--- src/rtl/sipo_pkg.sv ---
// Shared types for the sipo_rx serial receiver: FSM state encoding and counter width helper.
package sipo_pkg;

  typedef enum logic [1:0] {
    S_IDLE   = 2'd0,
    S_SHIFT  = 2'd1,
    S_PARITY = 2'd2
  } state_e;

  function automatic int cnt_w(input int width);
    return $clog2(width + 1);
  endfunction

endpackage

--- src/rtl/sipo_shreg.sv ---
// Serial-to-parallel shift register; shreg_next is the value the register takes at the next edge.
module sipo_shreg #(
  parameter int WIDTH     = 8,
  parameter int MSB_FIRST = 1
) (
  input  logic             clk,
  input  logic             rst,
  input  logic             en,
  input  logic             clr,
  input  logic             sin,
  output logic [WIDTH-1:0] shreg_next
);

  logic [WIDTH-1:0] shreg_q;
  logic [WIDTH-1:0] shreg_d;
  logic [WIDTH-1:0] base;

  // clr together with en starts a fresh frame: the incoming bit lands on an empty register.
  always_comb begin
    base    = clr ? '0 : shreg_q;
    shreg_d = base;
    if (en) begin
      if (MSB_FIRST != 0) shreg_d = {base[WIDTH-2:0], sin};
      else                shreg_d = {sin, base[WIDTH-1:1]};
    end
  end

  always_ff @(posedge clk) begin
    if (rst) shreg_q <= '0;
    else     shreg_q <= shreg_d;
  end

  assign shreg_next = shreg_d;

endmodule

--- src/rtl/sipo_rx.sv ---
// Serial receiver reassembling WIDTH-bit words onto a valid/ready port.
// Define SIPO_PARITY_EN to append and check one even-parity bit per frame.
module sipo_rx
  import sipo_pkg::*;
#(
  parameter int WIDTH     = 8,
  parameter int MSB_FIRST = 1
) (
  input  logic             clk,
  input  logic             rst,
  input  logic             sin,
  input  logic             sin_valid,
  input  logic             sin_start,
  output logic [WIDTH-1:0] dout,
  output logic             dout_valid,
  input  logic             dout_ready,
  output logic             overrun,
  output logic             parity_err
);

  localparam int CW = cnt_w(WIDTH);
  localparam logic [CW-1:0] LAST_DATA = CW'(WIDTH - 1);

  state_e           state_q, state_d;
  logic [CW-1:0]    cnt_q, cnt_d;
  logic [WIDTH-1:0] dout_q, dout_d;
  logic             dout_valid_q, dout_valid_d;
  logic             overrun_q, overrun_d;
  logic             start;
  logic             complete;
  logic             shift_en;
  logic [WIDTH-1:0] word;

  assign start    = sin_valid && sin_start;
  assign shift_en = start || (sin_valid && (state_q == S_SHIFT));

  sipo_shreg #(
    .WIDTH     (WIDTH),
    .MSB_FIRST (MSB_FIRST)
  ) u_shreg (
    .clk        (clk),
    .rst        (rst),
    .en         (shift_en),
    .clr        (start),
    .sin        (sin),
    .shreg_next (word)
  );

`ifdef SIPO_PARITY_EN
  logic parity_err_q, parity_err_d;
  logic parity_hit;
`endif

  always_comb begin
    state_d      = state_q;
    cnt_d        = cnt_q;
    dout_d       = dout_q;
    dout_valid_d = dout_valid_q;
    overrun_d    = overrun_q;
    complete     = 1'b0;
`ifdef SIPO_PARITY_EN
    parity_err_d = parity_err_q;
    parity_hit   = 1'b0;
`endif

    // A start bit always opens a new frame, abandoning any partial one.
    if (start) begin
      state_d = S_SHIFT;
      cnt_d   = CW'(1);
    end else if (sin_valid) begin
      case (state_q)
        S_SHIFT: begin
          if (cnt_q == LAST_DATA) begin
`ifdef SIPO_PARITY_EN
            state_d = S_PARITY;
            cnt_d   = CW'(WIDTH);
`else
            state_d  = S_IDLE;
            cnt_d    = '0;
            complete = 1'b1;
`endif
          end else begin
            cnt_d = cnt_q + CW'(1);
          end
        end
`ifdef SIPO_PARITY_EN
        S_PARITY: begin
          // Register is not shifting here, so word already holds the full data.
          state_d    = S_IDLE;
          cnt_d      = '0;
          complete   = 1'b1;
          parity_hit = ^{word, sin};
        end
`endif
        default: begin
          state_d = S_IDLE;
          cnt_d   = '0;
        end
      endcase
    end

    if (complete) begin
      if (!dout_valid_q || dout_ready) begin
        dout_d       = word;
        dout_valid_d = 1'b1;
      end else begin
        overrun_d = 1'b1;
      end
    end else if (dout_valid_q && dout_ready) begin
      dout_valid_d = 1'b0;
    end

`ifdef SIPO_PARITY_EN
    if (parity_hit) parity_err_d = 1'b1;
`endif
  end

  always_ff @(posedge clk) begin
    if (rst) begin
      state_q      <= S_IDLE;
      cnt_q        <= '0;
      dout_q       <= '0;
      dout_valid_q <= 1'b0;
      overrun_q    <= 1'b0;
    end else begin
      state_q      <= state_d;
      cnt_q        <= cnt_d;
      dout_q       <= dout_d;
      dout_valid_q <= dout_valid_d;
      overrun_q    <= overrun_d;
    end
  end

`ifdef SIPO_PARITY_EN
  always_ff @(posedge clk) begin
    if (rst) parity_err_q <= 1'b0;
    else     parity_err_q <= parity_err_d;
  end
  assign parity_err = parity_err_q;
`else
  assign parity_err = 1'b0;
`endif

  assign dout       = dout_q;
  assign dout_valid = dout_valid_q;
  assign overrun    = overrun_q;

endmodule

--- config.mk ---
export PLATFORM = sky130hd
export DESIGN_NAME = sipo_rx
export DESIGN_NICKNAME = d
export VERILOG_FILES = /design/src/rtl/sipo_pkg.sv /design/src/rtl/sipo_shreg.sv /design/src/rtl/sipo_rx.sv
export SDC_FILE = /design/constraint.sdc
export NUM_CORES = 1
export LEC_CHECK = 0
export ABC_AREA = 1
export ABC_CLOCK_PERIOD_IN_PS = 1800
export BUFFER_PORTS_ARGS = -buffer_cell sky130_fd_sc_hd__buf_2
export CAP_MARGIN = 15
export CORE_AREA = 10 10 61 63
export CTS_CLUSTER_SIZE = 14
export DETAILED_ROUTE_END_ITERATION = 10
export DIE_AREA = 0 0 71 73
export PLACE_DENSITY = 0.69
export SYNTH_ARGS = -nofsm -noshare
export SYNTH_HDL_FRONTEND = slang
export SYNTH_HIERARCHICAL = 1
export SYNTH_SLANG_ARGS = --single-unit
--- constraint.sdc ---
create_clock -name clk -period 1.8 [get_ports clk]
set_clock_uncertainty 0.2 [all_clocks]
set_input_delay 0.27 -clock clk [delete_from_list [all_inputs] [get_ports clk]]
set_output_delay 0.27 -clock clk [all_outputs]
set_load 0.01 [all_outputs]
Yosys cells after proc, flatten, opt, wreduce, memory -nomap -nowiden
Index checks and enable logic that the tools add are counted.

Bits in registers: 24. Word-level logic and storage cells: 46.

Add/subtract/negate cells: 1. Equality and inequality tests: 5. Multiplexer cells: 17. Bitwise operators: 1. Reductions and logical operators: 14.

Operators with widths (number): $mux 8 (2); $mux 1 (11); $reduce_and 2->1 (5); $mux 4 (2); $add 4x1->4 const B (1); $eq 4x3->1 const B (1); $mux 2 (2); $ne 2x1->1 const B (2); $reduce_bool 2->1 (2); $logic_and 1x1->1 (3); $ne 3x2->1 const B (1); $eq 2x1->1 const B (1); $logic_or 1x1->1 (2); $reduce_or 2->1 (1); $logic_not 1->1 (1); $not 1->1 (1).

Longest topological paths before layout
Word-level depth: 7. Mapped depth: 9.

Modules after synthesis
The synthesis kept the hierarchy.

Modules (own cells, without submodules): sipo_rx (instances 1, cells each 100, area an instance 698.2 sq um, sequential area each 300.3 sq um); sipo_shreg (instances 1, cells each 60, area an instance 467.9 sq um, sequential area each 160.2 sq um).

Least setup slack after synthesis
No wires, ideal clock.

Kind: register -> register. Start point: register cnt_q[0]. End point: register dout_q[7], in the netlist dout[7]. Setup time: 0.114 ns. Arrival: 1.164 ns. Data required time: 1.486 ns. Setup slack: 0.322 ns. Stages on the path, launching flop included: 8. Path buffers: 1. Period minus slack after synthesis: 1.478 ns. Cells stage by stage: dfxtp_1 ha_1 nand2_1 nor2_4 nand3_4 buf_6 nor2_1 nor2_2.

Word-level cells in the longest chain between the ends: 6.

Ends and longest elaborated chain: start: declaration (line sipo_rx.sv:25) `logic [CW-1:0] cnt_q, cnt_d;`; start signal: assignment (line sipo_rx.sv:127) `cnt_q <= cnt_d;`; $eq 4x3->1 (line sipo_rx.sv:73) `if (cnt_q == LAST_DATA) begin`; $mux 1 (line sipo_rx.sv:73); $mux 1 (line sipo_rx.sv:71) `case (state_q)`; $mux 1 (line sipo_rx.sv:70) `end else if (sin_valid) begin`; $mux 1 (line sipo_rx.sv:67) `if (start) begin`; $reduce_and 2->1 (no source line); end signal: assignment (line sipo_rx.sv:128) `dout_q <= dout_d;`; end: declaration (line sipo_rx.sv:26) `logic [WIDTH-1:0] dout_q, dout_d;`.

Every way passes these cells. A chain may end at the register's enable or synchronous reset.

Final worst setup path
Ends and elaborated chain as after synthesis.

==> impl_results.md <==
* Io pins at 17
* Die height at ~73 um
* Clk buf depth at 2
* Syn nets at 167
* Cell area after synthesis at ~0.0012 sq mm
* Initial core utilization at 0.446
* Origin of the worst setup path: cnt_q[0]
* Xor/xnor cell area share of the yosys netlist at 0
* Crit start category: flip-flop
* Setup TNS Final at 0 ns
* Period minus WS final at about 1.6 ns
* Clk slew on worst S/H paths at 0.12 ns
* Initial antenna violation count at 0
* ANT cells at 0
* Outcome: finished clean
* FFs w/ async S/R, synth at 0
* GRT Total Usage at 0.0866
* HPWL Detailed at between 1500 and 2000 um
* Drt drc at 0
* Largest family of logic cells by synthesized area: simple AND/OR/NAND/NOR gates
* Post-Synth Adder-Cell Area at 0.0107
* Average wire per standard cell at 10.0 um
* Switching Fraction at 0.264
* Hold violation count in the final report at 0
* Fin. max-slew vios at 0
* Layout cells sized above 1 at 0.290
* Synth Flop Type: dfxtp_1
* Worst Path Required at 1.81 ns
* Nets at approximately 180
* Pint at roughly 0.00065 W
* Drt pass-1 iters at 4
* Place WS at about 0.14 ns
* Average cell area after synthesis at around 7.3 sq um
* Area delta synth->final at 9.87%
* Multiplexer area fraction after synthesis at 0
* Min Hold Slack at approximately 0.038 ns
* Most numerous cell in the Yosys netlist: nand2_1
* First-pass GRT wire length at approximately 3800 um
* Final worst path period share at 0.880
* Critical Path AT at between 1.5 and 2 ns
* HP Start: rst
* CTS tree: built
* Post-Synthesis Cells at between 150 and 200
* Area leader, netlist: dfxtp_1
* Filler Cell Count at 264
* Worst VDD drop at roughly 0.53 mV
* Hold Path Class: input pin to flip-flop
* Core Area at 0.00262 sq mm
* Routed Antenna Nets at 0
* Leak pwr at just under 0.7 nW
* Sequential share of power at 0.600
* Core Util, Final at 0.490
* Vias per cell at roughly 4.5
* Critical path fanouts, max at 17
* Vias in the first global route at 912
* Area of the multi-input gates at around 530 sq um
* PwrDens at 690 mW/mm^2
* Max Cap Viol at 0
* CP endpoint kind: flip-flop
* Total number of vias at approximately 900
* RSZ-0062 raised after global routing: no
* GRT overflow at 0
* Die area at between 0.005 and 0.006 sq mm
* Commonest cells in the netlist: nand2_1, inv_1, dfxtp_1, nor2_1, nor2_2
* Logic pwr share at 0.139
* Worst R2R Start: cnt_q[0]
* Clock insertion delay at the later pin of the skew report at around 0.30 ns
* PnR worst setup slack at ~0.22 ns
* Psw at ~0.00023 W
* Register area at about 460 sq um
* Clock Power Share at 0.261
* Routed Wire Length at between 2000 and 2500 um
* Final-report setup violation count at 0
* Post-synthesis simple-gate area fraction at 0.397
* H-Tree Level Count at 1
* Num CTS Buffers at 3
* DR iter-0 viols at 50
* Largest cells by area after synthesis: dfxtp_1, nand2_1, inv_1
* Kind of critical path: flip-flop to flip-flop
* #FFs+latches synth at 23
* YS warnings at 6
* Seq/Total Area, Yosys at 0.395
* GP Congestion at approximately 0.87
* Largest net degree at the start of global routing at 18
* Peak Freq at ~0.63 GHz
* Num Clock Sinks at 23
* Compound-Gate Fraction of Synth Area at 0.0440
* Root Buffer: clkbuf_4
* PortBufs at 15
* Share of the synthesized area in the top cell type at 0.395
* Die Wd at roughly 70 um
* Yosys cell types at 22
* # rows at 19
* EDFF count, synth at 0
[worst max-delay path, stage by stage, from the launching register on]
cell	delay (ns)
dfxtp_1	0.42
ha_1	0.19
nand2_1	0.10
nor2_4	0.16
nand3_4	0.19
nor2_1	0.17
nor2_2	0.05
[placed cells by master, fill, tap and decap left out, drive strengths merged]
cell and count:
conb 1, ha 1, nand3 12, clkinv 1, inv 33, nand2 46
nor2 28, clkbuf 4, a21oi 8, buf 16, o211ai 1, nand4 2
dfxtp 23
[area by class of cell]
class                           count  area share
Multi-Input combinational cell     99       0.416
Timing Repair Buffer               16      0.0645
Tap cell                           31      0.0303
Inverter                           34       0.109
Sequential cell                    23       0.359
Clock buffer                        4      0.0205
[sequential cells by signal, indices dropped and copies added (netlist names)]
name and cells:
u_shreg/shreg_q 8, dout_valid 1, dout 8, cnt_q 4
state_q 1, overrun 1
[final timing paths]
kind,end,slack (ns),depth (start not counted)
worst max-delay path,dout[7],0.22,6
worst min-delay path,u_shreg/shreg_q[1],0.04,2
worst max register to register,dout[7],0.22,6
worst min register to register,overrun,0.26,2
[power groups by stage]
stage | clock [W] | sequential, W | combinational [W]
2_1_floorplan | 0 | 0.000540 | 0.000102
3_3_place_gp | 0 | 0.000542 | 0.000121
3_5_place_dp | 0 | 0.000542 | 0.000123
4_1_cts | 0.000247 | 0.000531 | 0.000124
5_1_grt | 0.000266 | 0.000533 | 0.000140
6_report | 0.000231 | 0.000530 | 0.000123
[stage by stage]
| step | total power (W) | instance area [sq um] | cells |
|---|---|---|---|
| 6_report | 0.000884 | 1280 | 207 |
| 5_1_grt | 0.000939 | 1280 | 207 |
| 4_1_cts | 0.000902 | 1280 | 207 |
| 3_5_place_dp | 0.000665 | 1250 | 203 |
| 3_3_place_gp | 0.000663 | 1250 | 203 |
| 2_1_floorplan | 0.000643 | 1170 | 160 |
[timing repair]
action                                  CTS  global route
setup buffers                             0             0
hold buffers                              0             0
endpoints found under the setup margin    0             1
gates resized for setup                   0             1
[layer usage]
metal,GRT usage,wire length [um],vias up,share of wire
met1,0.0952,929,407,0.45
met5,0,0,-,0
met2,0.148,994,13,0.48
met3,0.0422,137,2,0.066
met4,0.0172,9,0,0.0043
li1,-,-,502,-
[cell families (layout without fill, tap and decap cells)]
group,after synthesis,count (layout)
compound gates,9,9
fa+ha+maj,1,1
buf+inv,38,54
flops,23,23
other cells,1,1
simple gates,88,88
(Power assumes the default switching activity.)
